<file path="config.mk">
export PLATFORM = sky130hd
export DESIGN_NAME = fifo_wr_arbiter
export DESIGN_NICKNAME = d
export VERILOG_FILES = /design/src/rtl/fifo_wr_arbiter.sv
export SDC_FILE = /design/constraint.sdc
export NUM_CORES = 1
export LEC_CHECK = 0
export CAP_MARGIN = 5
export CORE_ASPECT_RATIO = 1.1
export CORE_MARGIN = 4
export CORE_UTILIZATION = 37
export CTS_CLUSTER_DIAMETER = 40
export CTS_CLUSTER_SIZE = 40
export DETAILED_ROUTE_END_ITERATION = 7
export PLACE_DENSITY = 0.84
export SLEW_MARGIN = 20
export SYNTH_ARGS = -nofsm -noshare
export SYNTH_HDL_FRONTEND = slang
export SYNTH_SLANG_ARGS = --single-unit
</file>
<file path="constraint.sdc">
create_clock -name w_clk -period 2.3 [get_ports w_clk]
set_input_delay 0.23 -clock w_clk [delete_from_list [all_inputs] [get_ports w_clk]]
set_output_delay 0.23 -clock w_clk [all_outputs]
set_load 0.01 [all_outputs]
</file>
<file path="src/rtl/fifo_wr_arbiter.sv">
// fifo_wr_arbiter: round-robin arbiter that shares the async_fifo write port
// between N_REQ valid/ready requesters. A grant covers one packet and is cut
// after MAX_BURST beats, so packets from different requesters never interleave.
// Optional build macro FIFO_WR_ARB_AF_THROTTLE_EN: when defined, no new grant is
// issued while w_almost_full is high; when undefined, w_almost_full is unused.
module fifo_wr_arbiter #(
  parameter  int N_REQ     = 4,
  parameter  int DW        = 4,
  parameter  int MAX_BURST = 8,
  localparam int IW        = (N_REQ > 1) ? $clog2(N_REQ) : 1,
  localparam int BW        = (MAX_BURST > 1) ? $clog2(MAX_BURST) : 1
) (
  input  logic              w_clk,
  input  logic              w_rstn,
  input  logic [N_REQ-1:0]  req_valid,
  input  logic [N_REQ-1:0]  req_last,
  input  logic [N_REQ*DW-1:0] req_dat,
  output logic [N_REQ-1:0]  req_ready,
  output logic              w_en,
  output logic [DW-1:0]     i_dat,
  input  logic              w_full,
  input  logic              w_almost_full,
  output logic              gnt_active,
  output logic [IW-1:0]     gnt_id
);

  typedef enum logic {IDLE, BURST} state_t;

  state_t          state, state_nxt;
  logic [IW-1:0]   gnt_id_nxt;
  logic [IW-1:0]   rr_ptr, rr_ptr_nxt;
  logic [BW-1:0]   beat_cnt, beat_cnt_nxt;
  logic            sel_found;
  logic [IW-1:0]   sel_idx;
  logic            start_ok;
  logic            accept;
  logic            burst_end;

  // Pick the first valid requester searching upward from rr_ptr with wrap.
  always_comb begin
    int unsigned k;
    sel_found = 1'b0;
    sel_idx   = '0;
    k         = 0;
    for (int unsigned i = 0; i < N_REQ; i++) begin
      k = (32'(rr_ptr) + i) % N_REQ;
      if (!sel_found && req_valid[k]) begin
        sel_found = 1'b1;
        sel_idx   = IW'(k);
      end
    end
  end

`ifdef FIFO_WR_ARB_AF_THROTTLE_EN
  assign start_ok = sel_found & ~w_almost_full;
`else
  logic unused_af;
  assign unused_af = w_almost_full;
  assign start_ok  = sel_found;
`endif

  assign accept    = (state == BURST) & req_valid[gnt_id] & ~w_full;
  // A beat carrying req_last on the MAX_BURST-th beat still ends the burst once.
  assign burst_end = accept & (req_last[gnt_id] | (beat_cnt == BW'(MAX_BURST - 1)));

  // Next-state logic and the combinational FIFO/requester-facing outputs.
  always_comb begin
    state_nxt    = state;
    gnt_id_nxt   = gnt_id;
    rr_ptr_nxt   = rr_ptr;
    beat_cnt_nxt = beat_cnt;
    req_ready    = '0;
    w_en         = 1'b0;
    i_dat        = '0;
    gnt_active   = 1'b0;
    case (state)
      IDLE: begin
        if (start_ok) begin
          gnt_id_nxt   = sel_idx;
          beat_cnt_nxt = '0;
          state_nxt    = BURST;
        end
      end
      BURST: begin
        gnt_active        = 1'b1;
        i_dat             = req_dat[gnt_id*DW +: DW];
        req_ready[gnt_id] = ~w_full;
        w_en              = accept;
        if (burst_end) begin
          beat_cnt_nxt = '0;
          rr_ptr_nxt   = (gnt_id == IW'(N_REQ - 1)) ? '0 : gnt_id + 1'b1;
          state_nxt    = IDLE;
        end else if (accept) begin
          beat_cnt_nxt = beat_cnt + 1'b1;
        end
      end
    endcase
  end

  // State, grant and pointer registers with asynchronous active-low reset.
  always_ff @(posedge w_clk or negedge w_rstn) begin
    if (!w_rstn) begin
      state    <= IDLE;
      gnt_id   <= '0;
      rr_ptr   <= '0;
      beat_cnt <= '0;
    end else begin
      state    <= state_nxt;
      gnt_id   <= gnt_id_nxt;
      rr_ptr   <= rr_ptr_nxt;
      beat_cnt <= beat_cnt_nxt;
    end
  end

endmodule

</file>
* Word level (Yosys, flattened, before mapping)
Cells that the tools add are included.
Storage, ports and cells: bits in latches 0, memory bits (read-only) 0, output and inout bits 12, bits in registers 8, bits of input ports 28, memory bits (writable) 0, word-level logic and storage cells 71, memories kept 0
Operators by class: multiplexer cells 34, divide/modulo/power cells 0, add/subtract/negate cells 5, shift-type cells 1, bitwise operators 7, multipliers 0, reduce and logical (&&, ||, !) cells 10, order comparisons 6, equal/unequal tests 4
Operators by type and width (number):
- 16-bit by 5-bit variable part select with 4-bit output | 1
- 2-bit by 3-bit < comparator with 1-bit output (second input constant) | 5
- 1-bit two-way mux | 15
- 1-bit binary-select mux with 2-bit select | 6
- 2-bit two-way mux | 5
- 3-bit two-way mux | 3
- 4-bit two-way mux | 2
- 3-bit case mux with 2 select lines | 1
- 2-bit AND reduction | 3
- 2-bit by 1-bit adder with 2-bit output (second input constant) | 2
- 2-bit adder (second input constant) | 2
- 4-bit AND | 1
- 1-bit logical AND | 4
- 3-bit by 1-bit adder with 3-bit output (second input constant) | 1
- 1-bit AND | 3
- 3-bit equality test (second input constant) | 1
- 1-bit zero test | 3
- 3-bit by 1-bit != test with 1-bit output (second input constant) | 1
- 1-bit demux with 2-bit select | 1
- 2-bit equality test (second input constant) | 1
- 2-bit by 1-bit greater-or-equal comparator with 1-bit output (second input constant) | 1
- 2-bit != test (second input constant) | 1
- 1-bit NOT | 2
- 1-bit case mux with 2 select lines | 1
- 1-bit bitwise OR | 1

* Longest topological paths before layout
depth in word-level cells 14, depth in mapped cells 5, gate-level depth less buffers 5

* Worst setup path after synthesis
OpenSTA, ideal clock, no wires.
path kind register to register, start reg gnt_id[0], end reg rr_ptr[1], path buffers 1, cell stages (with the launch flop) 6, library setup time 0.128 ns, arrival time 1.719 ns, data required time 2.172 ns, path slack 0.454 ns, period minus slack after synthesis 1.846 ns, cell sequence dfrtp_1 buf_6 mux4_2 or2_4 nand3_2 mux2_1
Between the ends: word-level cells in the longest chain between the ends 6, elaborated cells between the ends (all ways) 12, classes of those cells add/sub (1); eq/ne (1); mux (5); bitwise (4); reduce/logical (1)
RTL lines:
- from (decl) | RTL line 24 | output logic [IW-1:0] gnt_id
- from (signal assigned) | RTL line 109 | gnt_id <= gnt_id_nxt;
- 1-bit binary-select mux with 2-bit select | RTL line 62 | assign accept = (state == BURST) & req_valid[gnt_id] & ~w_full;
- 1-bit two-way mux (not written as such) | RTL line 62
- 1-bit AND (2 in a row) | RTL line 62
- 1-bit AND | RTL line 64 | assign burst_end = accept & (req_last[gnt_id] | (beat_cnt == BW'(MAX_BURST - 1)));
- 2-bit AND reduction (no source line)
- to (signal assigned) | RTL line 110 | rr_ptr <= rr_ptr_nxt;
- to (decl) | RTL line 31 | logic [IW-1:0] rr_ptr, rr_ptr_nxt;
Several ways; a longest one is shown, not always the timed one. The select of a mux whose other input is x is not followed. A chain may end at the register's enable or synchronous reset.

* Final worst setup path
start reg gnt_id[0], end out i_dat[3]
Between the ends: word-level cells in the longest chain between the ends 2
RTL lines:
- 16-bit by 5-bit variable part select with 4-bit output | RTL line 86 | i_dat = req_dat[gnt_id*DW +: DW];
- 4-bit two-way mux | RTL line 76 | case (state)
- to (decl) | RTL line 20 | output logic [DW-1:0] i_dat,
Every way passes these cells.

==> out/metrics.csv <==
stage,metric,value,unit
run_status,status,completed,
placement,dp_hpwl,1550,microns
critical_path,path_delay_family,buffers and inverters,
critical_path,cp-start-kind,flop,
critical_path,path_class,reg2out,
timing,drv_slew,0,
cts,cts_tree,done,
finish,layout-drive-gt1-share,11.5,%
cts,cts_resized,0,
cts,clock-root-buffer,clkbuf_4,
finish,register_area,200,sq um
critical_path,rr_worst_depth,5,
finish,n_fill_cell,144,
global_routing,grt_usage,15.7,%
route,drt_first_iter_violations,21,
min_path,hold_path.class,in2async,
route,drt-wirelength-per-cell,14.9,microns
timing,maxSlewHeadroom,72.6,%
critical_path,critical_path_arrival,1.92,ns
cts,worstSkewPairLatency,0.25,ns
finish,utilization,63.1,%
critical_path,required,2.07,ns
floorplan,fp.dieW,49.2,microns
finish,num_antenna_cells,0,
global_routing,grt_pass1_wl,3110,microns
synthesis,seq_area_frac_synth,29.0,%
timing,tns,0,ns
floorplan,ios,40,
critical_path,cp_num_cells,4,
route,vias_per_cell,5.52,
timing,fin_crit_sh,93.5,%
global_routing,met3_usage,5.35,%
placement,place_congestion,0.738,
power_and_ir_drop,leakagePower,0.000475,uW
synthesis,syn_inst,62,
finish,nets,140,
global_routing,grt_pass1_vias,707,
route,dr_total_vias,674,
timing,setup_violations,0,
cts,cts_max_path_buffers,2,
cts,path_clk_slew,0.05,ns
floorplan,core,1780,sq um
timing,fin_crit,2.15,ns
route,drt-pass1-iter-count,4,
route,routed_wl,1820,microns
floorplan,die_h,53.3,microns
power_and_ir_drop,ir_worst_vdd,0.571,mV
global_routing,grt.met1_usage,15.6,%
cts,numCtsBuffers,3,
cts,cts_setup_buffers,0,
floorplan,rows,16,
synthesis,ys_warn_count,0,
synthesis,yosysTopAreaCellShare,29.0,%
synthesis,synth_nets,96,
critical_path,cpPeakStageDelay,0.53,ns
floorplan,initial_core_util,38.8,%
global_routing,grtUsageMet2,31.0,%
job,cap_violations,0,
critical_path,cp-endpoint,i_dat[3],
route,drc,0,
finish,multi_input_area,457,sq um
critical_path,cp_max_fo,4,
global_routing,grt_busiest_layer,met2,
critical_path,crit_start,gnt_id[0],
floorplan,die_area,2620,sq um
synthesis,synth.area.top_cells,"dfrtp_1 29%, mux4_2 13%, ha_1 11%",
cts,cts_max_level,1,
global_routing,grt_overflow,0,
timing,fmax,0.465,GHz
finish,area_growth,62.7,%
cts,hold_buffers,0,
timing,fin_skew,0.00406,ns
route,drt.antenna.violating_nets,0,
timing,grt_setup_unrepaired,false,
critical_path,rrSetupSlack,0.46,ns
placement,portBuffers,38,
synthesis,ys_ff_latch,8,
global_routing,grt_max_degree,12,
critical_path,path_cells,buf_4 > mux4_1 > and2_1 > clkdlybuf4s50_1,
critical_path,path_buf_inv,2,
synthesis,synth_largest_area_cell,dfrtp_1,
critical_path,endpoint_kind,primary output,
critical_path,r2r_start,gnt_id[0],
synthesis,postSynthAreaPerCell,11.1,sq um
cts,cts.sinks,8,
global_routing,antenna_found_initial,0,
synthesis,synth_area,691,sq um
critical_path,slowest_stage,mux4_1,
timing,tightest_slew,0.411,ns
timing,hold_viol_final,0,
synthesis,ys_types,27,
power_and_ir_drop,p_per_area,921,nW/um^2
critical_path,r2r-end,rr_ptr[0],
## logic make-up after synthesis
kind of cell / after synthesis / share of synthesized area, %
compound gates: 12 / 12.5
fa+ha+maj: 6 / 10.9
buf+inv: 7 / 4.89
flops: 8 / 29.0
mux: 9 / 25.4
simple gates: 20 / 17.4
## cell type report
type                    instances  share of cell area, %
multi-input cells              47                   40.6
clock buffers                   3                   2.00
inverters                       5                   1.67
repair buffers                 41                   35.9
flip-flops and latches          8                   17.8
well taps                      18                   2.00
## routing by layer
layer	vias to the layer above	part of all wire, %
li1	317	-
met5	-	0
met1	321	35
met2	30	57
met4	0	1.2
met3	6	6.4
## worst min-delay path by stage
stage / cells after the start / end / startpoint
floorplan: 0 / beat_cnt[0] / w_rstn
global placement: 1 / beat_cnt[0] / beat_cnt[0]
detailed placement: 1 / beat_cnt[0] / beat_cnt[0]
CTS: 1 / beat_cnt[0] / w_rstn
global route: 1 / beat_cnt[0] / w_rstn
finish: 1 / gnt_id[0] / w_rstn
## worst reg2reg max path, stage by stage (launching register included)
cell	delay, ns
dfrtp_1	0.34
buf_4	0.17
mux4_2	0.51
or2_4	0.26
nand3_2	0.11
mux2_1	0.33
## sequential cells by signal, indices dropped and copies added (netlist names)
name and cells:
state 1, beat_cnt 3, rr_ptr 2, gnt_id 2
## synthesized netlist by cell type (all sizes together)
cell type	instances
a21oi	2
a2bb2oi	1
a32o	2
and2	8
buf	1
clkbuf	1
dfrtp	8
ha	6
inv	5
mux2	2
mux2i	1
mux4	6
nand2	3
nand2b	1
nand3	2
nand3b	1
nor2	2
nor2b	1
o21a	2
o21ai	2
o221ai	1
o22ai	1
o31ai	1
or2	1
or4	1
## cells in the final DEF, fill, tap and decap left out, types with 2 or more instances in the layout
| cell type | synthesis | routed |
|---|---|---|
| a21oi_1 | 2 | 2 |
| a32o_1 | 2 | 2 |
| and2_1 | 8 | 8 |
| buf_4 | 0 | 3 |
| clkbuf_4 | 0 | 3 |
| clkdlybuf4s50_1 | 0 | 38 |
| dfrtp_1 | 8 | 8 |
| ha_1 | 6 | 6 |
| inv_1 | 5 | 5 |
| mux2_1 | 2 | 2 |
| mux4_1 | 2 | 2 |
| mux4_2 | 4 | 4 |
| nand2_1 | 3 | 3 |
| nor2_1 | 2 | 2 |
| o21a_1 | 2 | 2 |
| o21ai_0 | 2 | 2 |
## where the power goes
group          switching [uW]  total [uW]  internal, uW  leakage [uW]
Clock                    42.2         102          59.3     0.0000138
Combinational             262         666           404      0.000362
Sequential               72.3         267           195     0.0000988
## per-stage QoR
| stage | cell area (sq um) | total power (uW) | std cells | worst slack [ns] | hold WS, ns |
|---|---|---|---|---|---|
| after floorplan | 691 | 640 | 62 | 0.454 | -0.0656 |
| final | 1120 | 1030 | 122 | 0.150 | 0.255 |
| after global routing | 1120 | 1120 | 122 | 0.0753 | 0.276 |
| after detailed placement | 1100 | 939 | 119 | 0.216 | 0.496 |
| after CTS | 1120 | 1050 | 122 | 0.135 | 0.263 |
| after global placement | 1100 | 910 | 119 | 0.234 | 0.474 |
Power figures use the tool's default switching activity.
